### config.mk
export PLATFORM = sky130hd
export DESIGN_NAME = hp_fifo
export DESIGN_NICKNAME = d
export VERILOG_FILES = /design/src/rtl/hp_fifo.sv
export SDC_FILE = /design/constraint.sdc
export NUM_CORES = 1
export LEC_CHECK = 0
export BUFFER_PORTS_ARGS = -buffer_cell sky130_fd_sc_hd__buf_2
export CAP_MARGIN = 20
export CORE_UTILIZATION = 35
export CTS_BUF_LIST = sky130_fd_sc_hd__clkbuf_8
export DETAILED_ROUTE_END_ITERATION = 10
export SLEW_MARGIN = 10
export SYNTH_ARGS = -nofsm -noshare
export SYNTH_HDL_FRONTEND = slang
export SYNTH_SLANG_ARGS = --single-unit
### constraint.sdc
create_clock -name clk -period 5.34 [get_ports clk]
set_input_delay 0.801 -clock clk [delete_from_list [all_inputs] [get_ports clk]]
set_output_delay 0.801 -clock clk [all_outputs]
set_load 0.05 [all_outputs]
### src/rtl/hp_fifo.sv
// Host-to-parasite byte FIFO with first-word fall-through output.
// The host pushes on its clock-enable phase, the parasite pops on its own phase.
module hp_fifo #(
   parameter int         DEPTH     = 4,
   parameter int         AW        = 2,
   parameter logic [7:0] EMPTY_VAL = 8'hAA
) (
   input  logic          clk,
   input  logic          rst,
   input  logic          h_cke,
   input  logic          h_selectData,
   input  logic          h_rdnw,
   input  logic [7:0]    h_data,
   input  logic          h_flush,
   input  logic          p_cke,
   input  logic          p_selectData,
   input  logic          p_rd,
   output logic [7:0]    p_data,
   output logic          p_data_available,
   output logic          h_full,
   output logic [AW:0]   count
);

   localparam logic [AW:0]   FULL_COUNT = (AW+1)'(DEPTH);
   localparam logic [AW:0]   CNT_ONE    = (AW+1)'(1);
   localparam logic [AW-1:0] PTR_ONE    = AW'(1);

   logic [7:0]    mem [DEPTH];
   logic [AW-1:0] wr_ptr_reg;
   logic [AW-1:0] rd_ptr_reg;
   logic [AW:0]   count_reg;
   logic [AW-1:0] wr_ptr_next;
   logic [AW-1:0] rd_ptr_next;
   logic [AW:0]   count_next;
   logic          wr;
   logic          rd;

   // Flags come from the registered count, so the strobes are qualified by
   // the state that existed before this edge.
   assign h_full           = (count_reg == FULL_COUNT);
   assign p_data_available = (count_reg != '0);
   assign count            = count_reg;

   assign wr = h_cke & h_selectData & ~h_rdnw & ~h_full;
   assign rd = p_cke & p_selectData & p_rd & p_data_available;

   always_comb begin
      wr_ptr_next = wr_ptr_reg;
      rd_ptr_next = rd_ptr_reg;
      count_next  = count_reg;
      if (h_flush) begin
         wr_ptr_next = '0;
         rd_ptr_next = '0;
         count_next  = '0;
      end else begin
         // DEPTH is a power of two, so natural overflow gives the modulo wrap.
         if (wr) wr_ptr_next = wr_ptr_reg + PTR_ONE;
         if (rd) rd_ptr_next = rd_ptr_reg + PTR_ONE;
         if (wr && !rd)      count_next = count_reg + CNT_ONE;
         else if (rd && !wr) count_next = count_reg - CNT_ONE;
      end
   end

   always_ff @(posedge clk or posedge rst) begin
      if (rst) begin
         wr_ptr_reg <= '0;
         rd_ptr_reg <= '0;
         count_reg  <= '0;
      end else begin
         wr_ptr_reg <= wr_ptr_next;
         rd_ptr_reg <= rd_ptr_next;
         count_reg  <= count_next;
      end
   end

   // Storage is never reset; stale bytes are hidden by the empty override.
   always_ff @(posedge clk) begin
      if (wr && !h_flush && !rst)
         mem[wr_ptr_reg] <= h_data;
   end

   assign p_data = (count_reg == '0) ? EMPTY_VAL : mem[rd_ptr_reg];

endmodule

==> Word level (Yosys, flattened, before mapping) <==
Memories as Yosys holds them, arrays and structs flattened.
Cells that the tools add are included.
{ "totals": {"ram_bits": 32, "regBits": 7, "n_memories": 1, "input_bits": 17} }
{ "mem_list": {"columns": ["memory", "words", "word_bits", "rd", "rd_clocked_by_memory_dff", "wr", "line", "text"], "rows": [
  ["mem", 4, 8, 1, 0, 1, "28", "logic [7:0] mem [DEPTH];"]
]} }
{ "op_classes": {"n_addsub": 4, "muxes": 10, "n_bitwise": 8, "n_eq_ne": 1, "reduce_logical": 13} }
{ "ops": {"columns": ["op", "count"], "rows": [
  ["two-way mux 3 bit", 3],
  ["two-way mux 2 bit", 4],
  ["two-way mux 8 bit", 1],
  ["AND 1 bit", 6],
  ["nonzero test 3 bit", 2],
  ["adder 2 x 1 -> 2 bit (second input constant)", 2],
  ["logical AND 1 bit", 4],
  ["logical NOT 1 bit", 4],
  ["nonzero test 2 bit", 2],
  ["adder 3 x 1 -> 3 bit (second input constant)", 1],
  ["== test 3 bit (second input constant)", 1],
  ["logical NOT 3 bit", 1],
  ["subtractor 3 x 1 -> 3 bit (second input constant)", 1],
  ["two-way mux 1 bit", 2],
  ["NOT 1 bit", 2]
]} }

==> Depth between registers and ports, before layout <==
Gate-level depths: netlist of the first run.
{ "depth": {"word_depth": 8, "depth_mapped": 8, "ltp_nobuf": 8} }

==> Worst setup path after synthesis of the first run <==
OpenSTA, ideal clock, no wires.
{ "synth_timing": {"path_type": "register to register", "from": "register count_reg[2] (netlist: count[2])", "to": "register count_reg[2] (netlist: count[2])", "t_arrival_ns": 2.819, "required_time_ns": 5.212, "path_slack_ns": 2.394, "setup_time_ns": 0.128, "stages_incl_launch_ff": 8, "path_buffers": 0, "cell_sequence": "dfrtp_1 -> nor3b_2 -> nor3_4 -> nor2b_1 -> fa_1 -> and3_1 -> mux2i_1 -> mux2_1"} }
{ "synth_between": {"elab_chain_len": 6, "word_cells_on_any_way": 15} }
{ "synth_rtl": {"columns": ["item", "line", "text"], "rows": [
  ["start: declaration", "31", "logic [AW:0] count_reg;"],
  ["start signal: assignment", "72", "count_reg <= count_next;"],
  ["== test 3 bit *", "40", "assign h_full = (count_reg == FULL_COUNT);"],
  ["net h_full", "20", "output logic h_full,"],
  ["NOT 1 bit *", "44", "assign wr = h_cke & h_selectData & ~h_rdnw & ~h_full;"],
  ["AND 1 bit *", "44", null],
  ["logical AND 1 bit / logical NOT 1 bit (equally long branches)", "59, 60", null],
  ["two-way mux 3 bit / logical AND 1 bit (equally long branches)", "59, 60", null],
  ["two-way mux 3 bit / nonzero test 3 bit (equally long branches)", null, null]
]} }
Mark *: on every way through the listed nets, which the timed path passes. The rest lies on a longest branch. The select of a mux whose other input is x is not followed.
A chain may end at the register's enable or synchronous reset.

==> Worst setup path in the final report of the first run <==
{ "layout_timing": {"from": "register rd_ptr_reg[0]", "to": "output p_data[7]"} }
{ "layout_between": {"elab_chain_len": 2} }
{ "layout_rtl": {"columns": ["item", "line", "text"], "rows": [
  ["start: declaration", "30", "logic [AW-1:0] rd_ptr_reg;"],
  ["start signal: assignment", "71", "rd_ptr_reg <= rd_ptr_next;"],
  ["memory read (4 x 8 bit)", null, null],
  ["two-way mux 8 bit", "82", "assign p_data = (count_reg == '0) ? EMPTY_VAL : mem[rd_ptr_reg];"],
  ["end: declaration", "18", "output logic [7:0] p_data,"]
]} }
No other way between the ends.

==> results by group, run 1 <==
Synth
  • Yosys warns: 0
  • Syn Inst Count: 103
  • Synth Flop Type: edfxtp_1
  • Cell area after synthesis: 0.00171 mm²
  • Synth unique cells: 27
  • Yosys top cell area share: 0.562
  • Commonest cells in the netlist: edfxtp_1 (32), nor2_1 (10), mux4_2 (8)
  • Count leader, synth: edfxtp_1
  • Post-synthesis sequential area ratio: 0.665
  • Syn_area_per_cell: 16.6 µm²
  • Syn nets: around 130
  • Yosys top cell by area: edfxtp_1
  • Synthesized flop and latch total: 39
  • Post-synth EDFFs: 32
  • Async S/R FF share, synth: 0.179
  • Area contributors post-synth: edfxtp_1 (56%), mux4_2 (11%), dfrtp_1 (10%), ha_1 (2.9%), and3_1 (2.2%)

Power
  • Peak supply drop: 0.101 mV
  • Tot Pwr: 0.621 mW
  • Combinational share of power: 0.159
  • Sequential share of power: 0.546
  • Int Power: around 0.45 mW
  • Pwr dens: between 300 and 400 mW/mm²
  • Leak pwr: just under 0.8 nW
  • Clk network pwr share: 0.295
  • Psw: about 0.17 mW
  • Sw frac: 0.276

Outcome
  • Status: finished with violations
  • Failing checks: DRC

Timing
  • Tmin final: 2870 ps
  • Final slew viol count: 0
  • Final setup TNS: 0 ps
  • Final Setup Violations: 0
  • FMAX: around 350 MHz
  • Final hold viol count: 0
  • Final hold slack: 457 ps
  • Worst-Margin Slew: 611 ps
  • Layout Skew: 2.80 ps
  • Normalized max-slew margin: 0.593
  • RSZ-0062 raised after global routing: false
  • Period utilisation layout: 0.537

Floorplanning
  • Starting Density: 0.362
  • Die area: 0.00517 mm²
  • DIE WIDTH: 71.9 µm
  • Die Ht: a little over 70 µm
  • # rows: 25
  • Core area: 0.00472 mm²
  • # IOs: 30

GRT
  • Busiest layer in global routing: met2
  • Initial antenna violation count: 0
  • GRT Util Overall: 0.129
  • Global-route met3 utilization: 0.0422
  • Met2 GRT Util: 0.218
  • Vias in the first global route: 970
  • Met1 usage in global routing: 0.147
  • Global-route wire length before repair: 4760 µm
  • Total grt overflow: 0
  • Pin count of the biggest net entering global routing: 12

Drt
  • First-pass detailed-route iteration total: 6
  • Vias/cell: between 4 and 5
  • DRT antenna net count: 0
  • Drt wl/cell: approximately 15 µm
  • Residual DRC: 2
  • Routed WL: about 3000 µm
  • First DRT Iteration DRCs: 34
  • Vias: 940

Worst setup path
  • Startpoint types: register
  • Crit-path max FO: 10
  • Setup slack, reg-to-reg: 3130 ps
  • FF-to-FF End: count[2]
  • Crit path capture type: output pin
  • Crit path kind: reg2out
  • Crit path DAT: 2070 ps
  • R2R cell count: 8
  • Worst path required time: around 4500 ps
  • Worst r2r src: count[0]

Final layout
  • Final antenna diode count: 0
  • Util after Layout: 0.425
  • Share of layout cells above drive strength 1: 0.358
  • Reg area: 0.00114 mm²
  • Layout fillers: 422
  • Syn-to-layout area delta: 17.4%
  • Multi-input logic area: between 500 and 600 µm²
  • Max reg flops: 32
  • Nets@finish: 158

Min path
  • Worst hold path type: in2async

Place
  • Port buffer count: 29
  • GPL Wtd Cong: 0.682
  • Hpwl dp: 2080 µm

Clock network
  • Clock-pin slew on the worst setup and hold paths: 70 ps
  • Post-CTS sizing: 0
  • CTS tree: yes
  • Post-CTS setup buffers: 0
  • Worst skew pair latency: around 280 ps
  • Longest Clk Path Bufs: 2
  • CTS root buf: clkbuf_8
  • CTS Hold Bufs: 0
  • Clock Sinks: 39
  • Num CTS Buffers: 5
  • H-tree level count: 2

Flow run
  • Max Cap Viol: 0
[power groups by stage]
| stage | logic [mW] | registers [mW] | clock network, mW |
|---|---|---|---|
| finish | 0.0985 | 0.339 | 0.183 |
| global route | 0.105 | 0.340 | 0.202 |
| CTS | 0.0998 | 0.339 | 0.188 |
| detailed placement | 0.0996 | 0.346 | 0 |
| global placement | 0.0973 | 0.345 | 0 |
| floorplan | 0.0671 | 0.350 | 0 |
[critical path, cell delays in order, from the launching register on]
cell and delay [ps]:
dfrtp_1 730, mux4_2 570, or2_2 270, buf_2 210
[final cells by class]
cell class              instances  share of cell area
multi-input cells              55               0.268
clock inverters                 3             0.00623
clock buffers                   5              0.0343
inverters                       6              0.0112
repair buffers                 29              0.0723
flip-flops and latches         39               0.566
well taps                      67              0.0418
[cell families (layout without fill, tap and decap cells)]
family                   after synthesis  after routing  share of synthesized area
adder cells (fa/ha/maj)                5              5                     0.0410
AO/OA/AOI/OAI                          1              1                    0.00293
AND/OR/NAND/NOR                       32             32                      0.113
XOR/XNOR                               4              4                     0.0205
multiplexers                          13             13                      0.137
flip-flops                            39             39                      0.665
buffers and inverters                  9             43                     0.0205
[worst max path at each step]
stage,startpoint,endpoint,cells past startpoint
2_1_floorplan,count[2],count[2],7
3_3_place_gp,rd_ptr_reg[0],p_data[7],3
3_5_place_dp,rd_ptr_reg[0],p_data[7],3
4_1_cts,rd_ptr_reg[0],p_data[7],3
5_1_grt,rd_ptr_reg[0],p_data[7],3
6_report,rd_ptr_reg[0],p_data[7],3
[routing by layer]
metal  share of wire  routed length (µm)
met1            0.41                1210
met2            0.53                1580
met3           0.038                 112
met4           0.019                  57
met5               0                   0
[through the flow]
step | setup WS [ps] | instances | cell area [µm²]
floorplan | 2390 | 103 | 1710
global placement | 2770 | 196 | 1930
detailed placement | 2740 | 196 | 1930
CTS | 2420 | 204 | 2010
global route | 2360 | 204 | 2010
finish | 2470 | 204 | 2010
[placed cells by master (no fill, tap or decap), types with 3 or more instances in the layout]
| master | Yosys | routed |
|---|---|---|
| clkbuf_8 | 0 | 5 |
| mux4_2 | 8 | 8 |
| dfrtp_1 | 7 | 7 |
| or2_1 | 3 | 3 |
| inv_1 | 5 | 7 |
| and2_1 | 4 | 4 |
| mux2_1 | 3 | 3 |
| and3_1 | 6 | 6 |
| buf_2 | 1 | 29 |
| edfxtp_1 | 32 | 32 |
| nor2_1 | 10 | 10 |
| xnor2_1 | 3 | 3 |
| ha_1 | 4 | 4 |
No activity file was read; power rests on OpenSTA's default activity.
==> run 2: changes to the inputs <==
==> constraint.sdc (replaced) <==
create_clock -name clk -period 2.5 [get_ports clk]
set_input_delay 0.375 -clock clk [delete_from_list [all_inputs] [get_ports clk]]
set_output_delay 0.375 -clock clk [all_outputs]
set_load 0.05 [all_outputs]
==> run 2 against run 1 <==
  * The run now ends clean
  * Via count rose by 2.9%
  * Global-route usage rose by 0.055 points
  * Sequential share of layout area is 2.0 points lower
  * Die area unchanged
  * Setup slack lost 2200 ps
  * Clock-buffer cell count stayed put
  * Cell area grew 4.1%
  * Utilization up 1.7 points
  * Final cell count up 2.0%
  * Total power is 130% higher
  * Highest routed layer unchanged
==> results by group, run 2 (synthesis results as in run 1) <==
Drt
  • DRT antenna net count: 0 (unchanged)
  • Vias: 967 (was 940)
  • Residual DRC: 0 (was 2)
  • Drt wl/cell: 14.1 µm (was 14.5 µm)
  • Met3 WL: 124 µm (was 112 µm)
  • DR WL met2: 1510 µm (was 1580 µm)
  • First-pass detailed-route iteration total: 4 (was 6)
  • Routed WL: 2940 µm (was 2960 µm)
  • Wire length on met1: 1240 µm (was 1210 µm)
  • Vias/cell: 4.65 (was 4.61)
  • First DRT Iteration DRCs: 36 (was 34)
  • DR top layer: met4 (unchanged)

Clock network
  • Clock-pin slew on the worst setup and hold paths: 70 ps (about the same)
  • Worst skew pair latency: 290 ps (was 280 ps)
  • H-tree level count: 2 (unchanged)
  • Post-CTS sizing: 0 (unchanged)
  • Longest Clk Path Bufs: 2 (unchanged)
  • CTS tree: yes (unchanged)
  • CTS root buf: clkbuf_8 (unchanged)
  • Post-CTS setup buffers: 0 (unchanged)
  • CTS Hold Bufs: 0 (unchanged)
  • Num CTS Buffers: 5 (unchanged)
  • Clock Sinks: 39 (unchanged)

Timing
  • RSZ-0062 raised after global routing: false (unchanged)
  • FMAX: 445 MHz
  • Final Setup Violations: 0 (unchanged)
  • Final slew viol count: 0 (unchanged)
  • Tmin final: 2250 ps
  • Normalized max-slew margin: 0.653 (was 0.593)
  • Layout Skew: 7.17 ps (was 2.80 ps)
  • Period utilisation layout: 0.899
  • Worst-Margin Slew: 521 ps (was 611 ps)
  • Final setup TNS: 0 ps (unchanged)
  • Worst Slack Setup Final: 252 ps (was 2470 ps)
  • Final hold viol count: 0 (unchanged)

Place
  • Port buffer count: 29 (unchanged)
  • GPL Wtd Cong: 0.698 (was 0.682)
  • Placed cell areas: 0.00198 mm² (was 0.00193 mm²)
  • Hpwl dp: 2080 µm (about the same)
  • Placement Setup Slack: 474 ps (was 2740 ps)

Floorplanning
  • Die area: 0.00517 mm² (unchanged)
  • DIE WIDTH: 71.9 µm (unchanged)
  • Core area: 0.00472 mm² (unchanged)
  • Starting Density: 0.362 (unchanged)
  • Die Ht: 71.9 µm (unchanged)
  • # IOs: 30 (unchanged)
  • # rows: 25 (unchanged)

GRT
  • Vias in the first global route: 993 (was 970)
  • Initial antenna violation count: 0 (unchanged)
  • Pin count of the biggest net entering global routing: 14 (was 12)
  • Global-route wire length before repair: 4670 µm (was 4760 µm)
  • Total grt overflow: 0 (unchanged)
  • GRT Util Overall: 0.130 (was 0.129)

Worst setup path
  • Crit path kind: reg2out (unchanged)
  • Crit-path max FO: 5 (was 10)
  • Worst path required time: 2120 ps (was 4540 ps)
  • CP startpoint: rd_ptr_reg[0] (unchanged)
  • Setup slack, reg-to-reg: 490 ps (was 3130 ps)
  • Startpoint types: register (unchanged)
  • Crit path DAT: 1870 ps (was 2070 ps)
  • FF-to-FF End: count[2] (unchanged)
  • Crit path capture type: output pin (unchanged)
  • Worst r2r src: count[1] (was count[0])
  • R2R cell count: 7 (was 8)
  • Worst setup endpoint: p_data[1] (was p_data[7])

Final layout
  • Final antenna diode count: 0 (unchanged)
  • Most frequent cells in the layout: edfxtp_1 (32), buf_2 (29), nor2_1 (10) (unchanged)
  • Commonest non-fill, non-tap cell in the layout: edfxtp_1 (unchanged)
  • Nets@finish: 162 (was 158)
  • Layout fillers: 439 (was 422)
  • Syn-to-layout area delta: 22.2% (was 17.4%)
  • Share of layout cells above drive strength 1: 0.426 (was 0.358)
  • Design area: 0.00209 mm² (was 0.00201 mm²)
  • Max reg flops: 32 (unchanged)

Flow run
  • Max Cap Viol: 0 (unchanged)

Outcome
  • Status: complete, no violations (was finished with violations)

Power
  • Leak pwr: 0.798 nW (was 0.776 nW)
  • Pwr dens: 697 mW/mm² (was 309 mW/mm²)
  • Tot Pwr: 1.45 mW (was 0.621 mW)
  • Peak supply drop: 0.244 mV (was 0.101 mV)

Min path
  • Worst hold path type: in2async (unchanged)
run 2: cell count changes in the layout (fill, tap and decap cells not counted):
| cell | delta |
|---|---|
| nor2b_1 | -1 |
| fa_2 | +1 |
| nor3b_4 | +1 |
| dfrtp_2 | +3 |
| nor3b_2 | -1 |
| nor2b_4 | +1 |
| clkinv_4 | +1 |
| fa_1 | -1 |
| dfrtp_1 | -3 |
| inv_1 | -2 |
| buf_4 | +4 |
| bufinv_16 | +1 |
run 2: worst max-delay path, cell delays in order, from the launching register on:
cell and delay [ps]:
dfrtp_1 490, buf_4 200, mux4_2 480, or2_1 210
buf_2 210
run 2: area by class of cell:
| cell class | count | area, µm² | area share |
|---|---|---|---|
| multi-input combinational | 55 | 554 | 0.265 |
| clock buffer | 5 | 68.8 | 0.0330 |
| clock inverter | 3 | 43.8 | 0.0210 |
| inverter | 6 | 22.5 | 0.0108 |
| timing repair buffer | 33 | 175 | 0.0839 |
| sequential | 39 | 1140 | 0.546 |
| tap | 67 | 83.8 | 0.0401 |
run 2: how the worst min path moves through the flow:
stage,start,to,slack (ps),depth (start not counted)
3_3_place_gp,rst,wr_ptr_reg[0],330,2
3_5_place_dp,rst,wr_ptr_reg[0],330,2
4_1_cts,rst,wr_ptr_reg[0],20,2
6_report,rst,wr_ptr_reg[0],20,2
5_1_grt,rst,wr_ptr_reg[1],30,2
2_1_floorplan,rst,rd_ptr_reg[0],180,1
run 2: power by group:
group | switching, mW | total (mW) | internal, mW
Clock | 0.211 | 0.508 | 0.297
Combinational | 0.154 | 0.223 | 0.0699
Sequential | 0.0117 | 0.723 | 0.712
Total | 0.376 | 1.45 | 1.08
run 2: per-layer routing:
metal,up-vias,global-route usage
li1,451,-
met1,486,0.139
met2,23,0.225
met3,7,0.0422
met4,0,0.0719
met5,-,0
run 2: per-stage QoR:
step	std cells	utilization	hold slack [ps]
2_1_floorplan	103	-	178
3_3_place_gp	200	0.418	333
3_5_place_dp	200	0.418	331
4_1_cts	208	0.442	24.0
5_1_grt	208	0.442	32.5
6_report	208	0.442	22.6
==> run 3: changes to the inputs <==
==> constraint.sdc (replaced) <==
create_clock -name clk -period 2.35 [get_ports clk]
set_input_delay 0.3525 -clock clk [delete_from_list [all_inputs] [get_ports clk]]
set_output_delay 0.3525 -clock clk [all_outputs]
set_load 0.05 [all_outputs]
==> run 3 against run 2 <==
  * Combinational power grew 6%
  * Utilization shrank 0.24 points
  * Worst hold slack lost 15 ps
  * Highest routed layer unchanged
==> results by group, run 3 (synthesis results as in run 1) <==
Timing
  • Final Setup Violations: 0 (unchanged)
  • Tmin final: 2200 ps
  • FMAX: 455 MHz
  • Layout Skew: 2.95 ps (was 7.17 ps)
  • Normalized max-slew margin: 0.693 (was 0.653)
  • Worst-Margin Slew: 461 ps (was 521 ps)
  • Final setup TNS: 0 ps (unchanged)
  • Final hold viol count: 0 (unchanged)
  • Final slew viol count: 0 (unchanged)
  • RSZ-0062 raised after global routing: false (unchanged)
  • Final hold slack: 7.66 ps (was 22.6 ps)
  • Period utilisation layout: 0.935

Power
  • Peak supply drop: 0.397 mV (was 0.244 mV)
  • Leak pwr: 0.791 nW (was 0.798 nW)
  • Sequential share of power: 0.496 (was 0.497)
  • Clk network pwr share: 0.351 (was 0.349)
  • Int Power: 1.14 mW (was 1.08 mW)
  • Psw: 0.405 mW (was 0.376 mW)
  • Pwr dens: 746 mW/mm² (was 697 mW/mm²)
  • Sw frac: 0.261 (was 0.259)
  • Combinational share of power: 0.153 (was 0.154)

Worst setup path
  • Worst r2r src: count[0] (was count[1])
  • Startpoint types: register (unchanged)
  • R2R cell count: 8 (was 7)
  • Crit path kind: reg2out (unchanged)
  • CP startpoint: rd_ptr_reg[0] (unchanged)
  • FF-to-FF End: count[2] (unchanged)
  • Crit-path max FO: 10 (was 5)
  • Crit path DAT: 1850 ps (was 1870 ps)
  • Worst path required time: 2000 ps (was 2120 ps)
  • Crit path capture type: output pin (unchanged)
  • Worst setup endpoint: p_data[7] (was p_data[1])
  • Setup slack, reg-to-reg: 290 ps (was 490 ps)

Final layout
  • Share of layout cells above drive strength 1: 0.424 (was 0.426)
  • Layout fillers: 434 (was 439)
  • Syn-to-layout area delta: 21.5% (was 22.2%)
  • Most frequent cells in the layout: edfxtp_1 (32), buf_2 (29), nor2_1 (10) (unchanged)
  • Final antenna diode count: 0 (unchanged)
  • Nets@finish: 160 (was 162)
  • Commonest non-fill, non-tap cell in the layout: edfxtp_1 (unchanged)
  • Design area: 0.00208 mm² (was 0.00209 mm²)
  • Max reg flops: 32 (unchanged)

Drt
  • Vias/cell: 4.73 (was 4.65)
  • DRT antenna net count: 0 (unchanged)
  • Residual DRC: 0 (unchanged)
  • Routed WL: 3170 µm (was 2940 µm)
  • First DRT Iteration DRCs: 41 (was 36)
  • Vias: 975 (was 967)
  • Drt wl/cell: 15.4 µm (was 14.1 µm)
  • First-pass detailed-route iteration total: 4 (unchanged)

Clock network
  • Worst skew pair latency: 280 ps (was 290 ps)
  • CTS Hold Bufs: 0 (unchanged)
  • Longest Clk Path Bufs: 2 (unchanged)
  • Post-CTS sizing: 0 (unchanged)
  • Post-CTS setup buffers: 0 (unchanged)
  • CTS tree: yes (unchanged)
  • Clock Sinks: 39 (unchanged)
  • H-tree level count: 2 (unchanged)
  • CTS root buf: clkbuf_8 (unchanged)
  • Num CTS Buffers: 5 (unchanged)
  • Clock-pin slew on the worst setup and hold paths: 70 ps (about the same)

Place
  • GPL Wtd Cong: 0.721 (was 0.698)
  • Placed cell areas: 0.00196 mm² (was 0.00198 mm²)
  • Hpwl dp: 2280 µm (was 2080 µm)
  • Port buffer count: 29 (unchanged)

Floorplanning
  • Die area: 0.00517 mm² (unchanged)
  • Core area: 0.00472 mm² (unchanged)
  • DIE WIDTH: 71.9 µm (unchanged)
  • # IOs: 30 (unchanged)
  • Die Ht: 71.9 µm (unchanged)
  • Starting Density: 0.362 (unchanged)
  • # rows: 25 (unchanged)

GRT
  • Total grt overflow: 0 (unchanged)
  • GRT Util Overall: 0.141 (was 0.130)
  • Pin count of the biggest net entering global routing: 14 (unchanged)
  • Vias in the first global route: 1087 (was 993)
  • Global-route wire length before repair: 5130 µm (was 4670 µm)
  • Initial antenna violation count: 0 (unchanged)

Min path
  • Worst hold path type: in2async (unchanged)

Flow run
  • Max Cap Viol: 0 (unchanged)

Outcome
  • Status: complete, no violations (unchanged)
run 3: how the worst min path moves through the flow:
stage | depth (start not counted) | to | slack, ps
after floorplan | 1 | rd_ptr_reg[0] | 160
after global placement | 2 | wr_ptr_reg[0] | 320
after detailed placement | 2 | wr_ptr_reg[0] | 320
after CTS | 2 | wr_ptr_reg[0] | 5
after global routing | 2 | wr_ptr_reg[0] | 20
final | 2 | wr_ptr_reg[0] | 8
run 3: power by group through the flow:
stage / Combinational (mW) / Sequential, mW / Clock [mW]
finish: 0.236 / 0.768 / 0.544
CTS: 0.240 / 0.768 / 0.559
floorplan: 0.157 / 0.798 / 0
global route: 0.255 / 0.769 / 0.583
detailed placement: 0.239 / 0.784 / 0
global placement: 0.235 / 0.782 / 0
run 3: layout make-up:
cell class,instances,area [µm²],share of cell area
Clock inverter,3,43.8,0.0211
Multi-Input combinational cell,55,558,0.269
Clock buffer,5,68.8,0.0331
Inverter,6,22.5,0.0108
Timing Repair Buffer,31,160,0.0771
Tap cell,67,83.8,0.0404
Sequential cell,39,1140,0.549
run 3: per-layer routing:
metal  up-vias  global-route usage  wire length, µm
li1        445                   -                -
met1       487               0.152             1300
met2        37               0.253             1670
met3         6              0.0436              155
met4         0              0.0654               42
met5         -                   0                0
run 3: through the flow:
stage / instances / utilization / power, mW / setup WS (ps)
floorplan: 103 / - / 0.955 / -161
global placement: 198 / 0.416 / 1.02 / 365
detailed placement: 198 / 0.416 / 1.02 / 262
CTS: 206 / 0.440 / 1.57 / 122
global route: 206 / 0.440 / 1.61 / 69.6
finish: 206 / 0.440 / 1.55 / 152
run 3: worst max-delay path, stage by stage (launching register included):
cell     delay, ps
dfrtp_1        330
buf_4          230
mux4_2         510
or2_2          280
buf_2          210
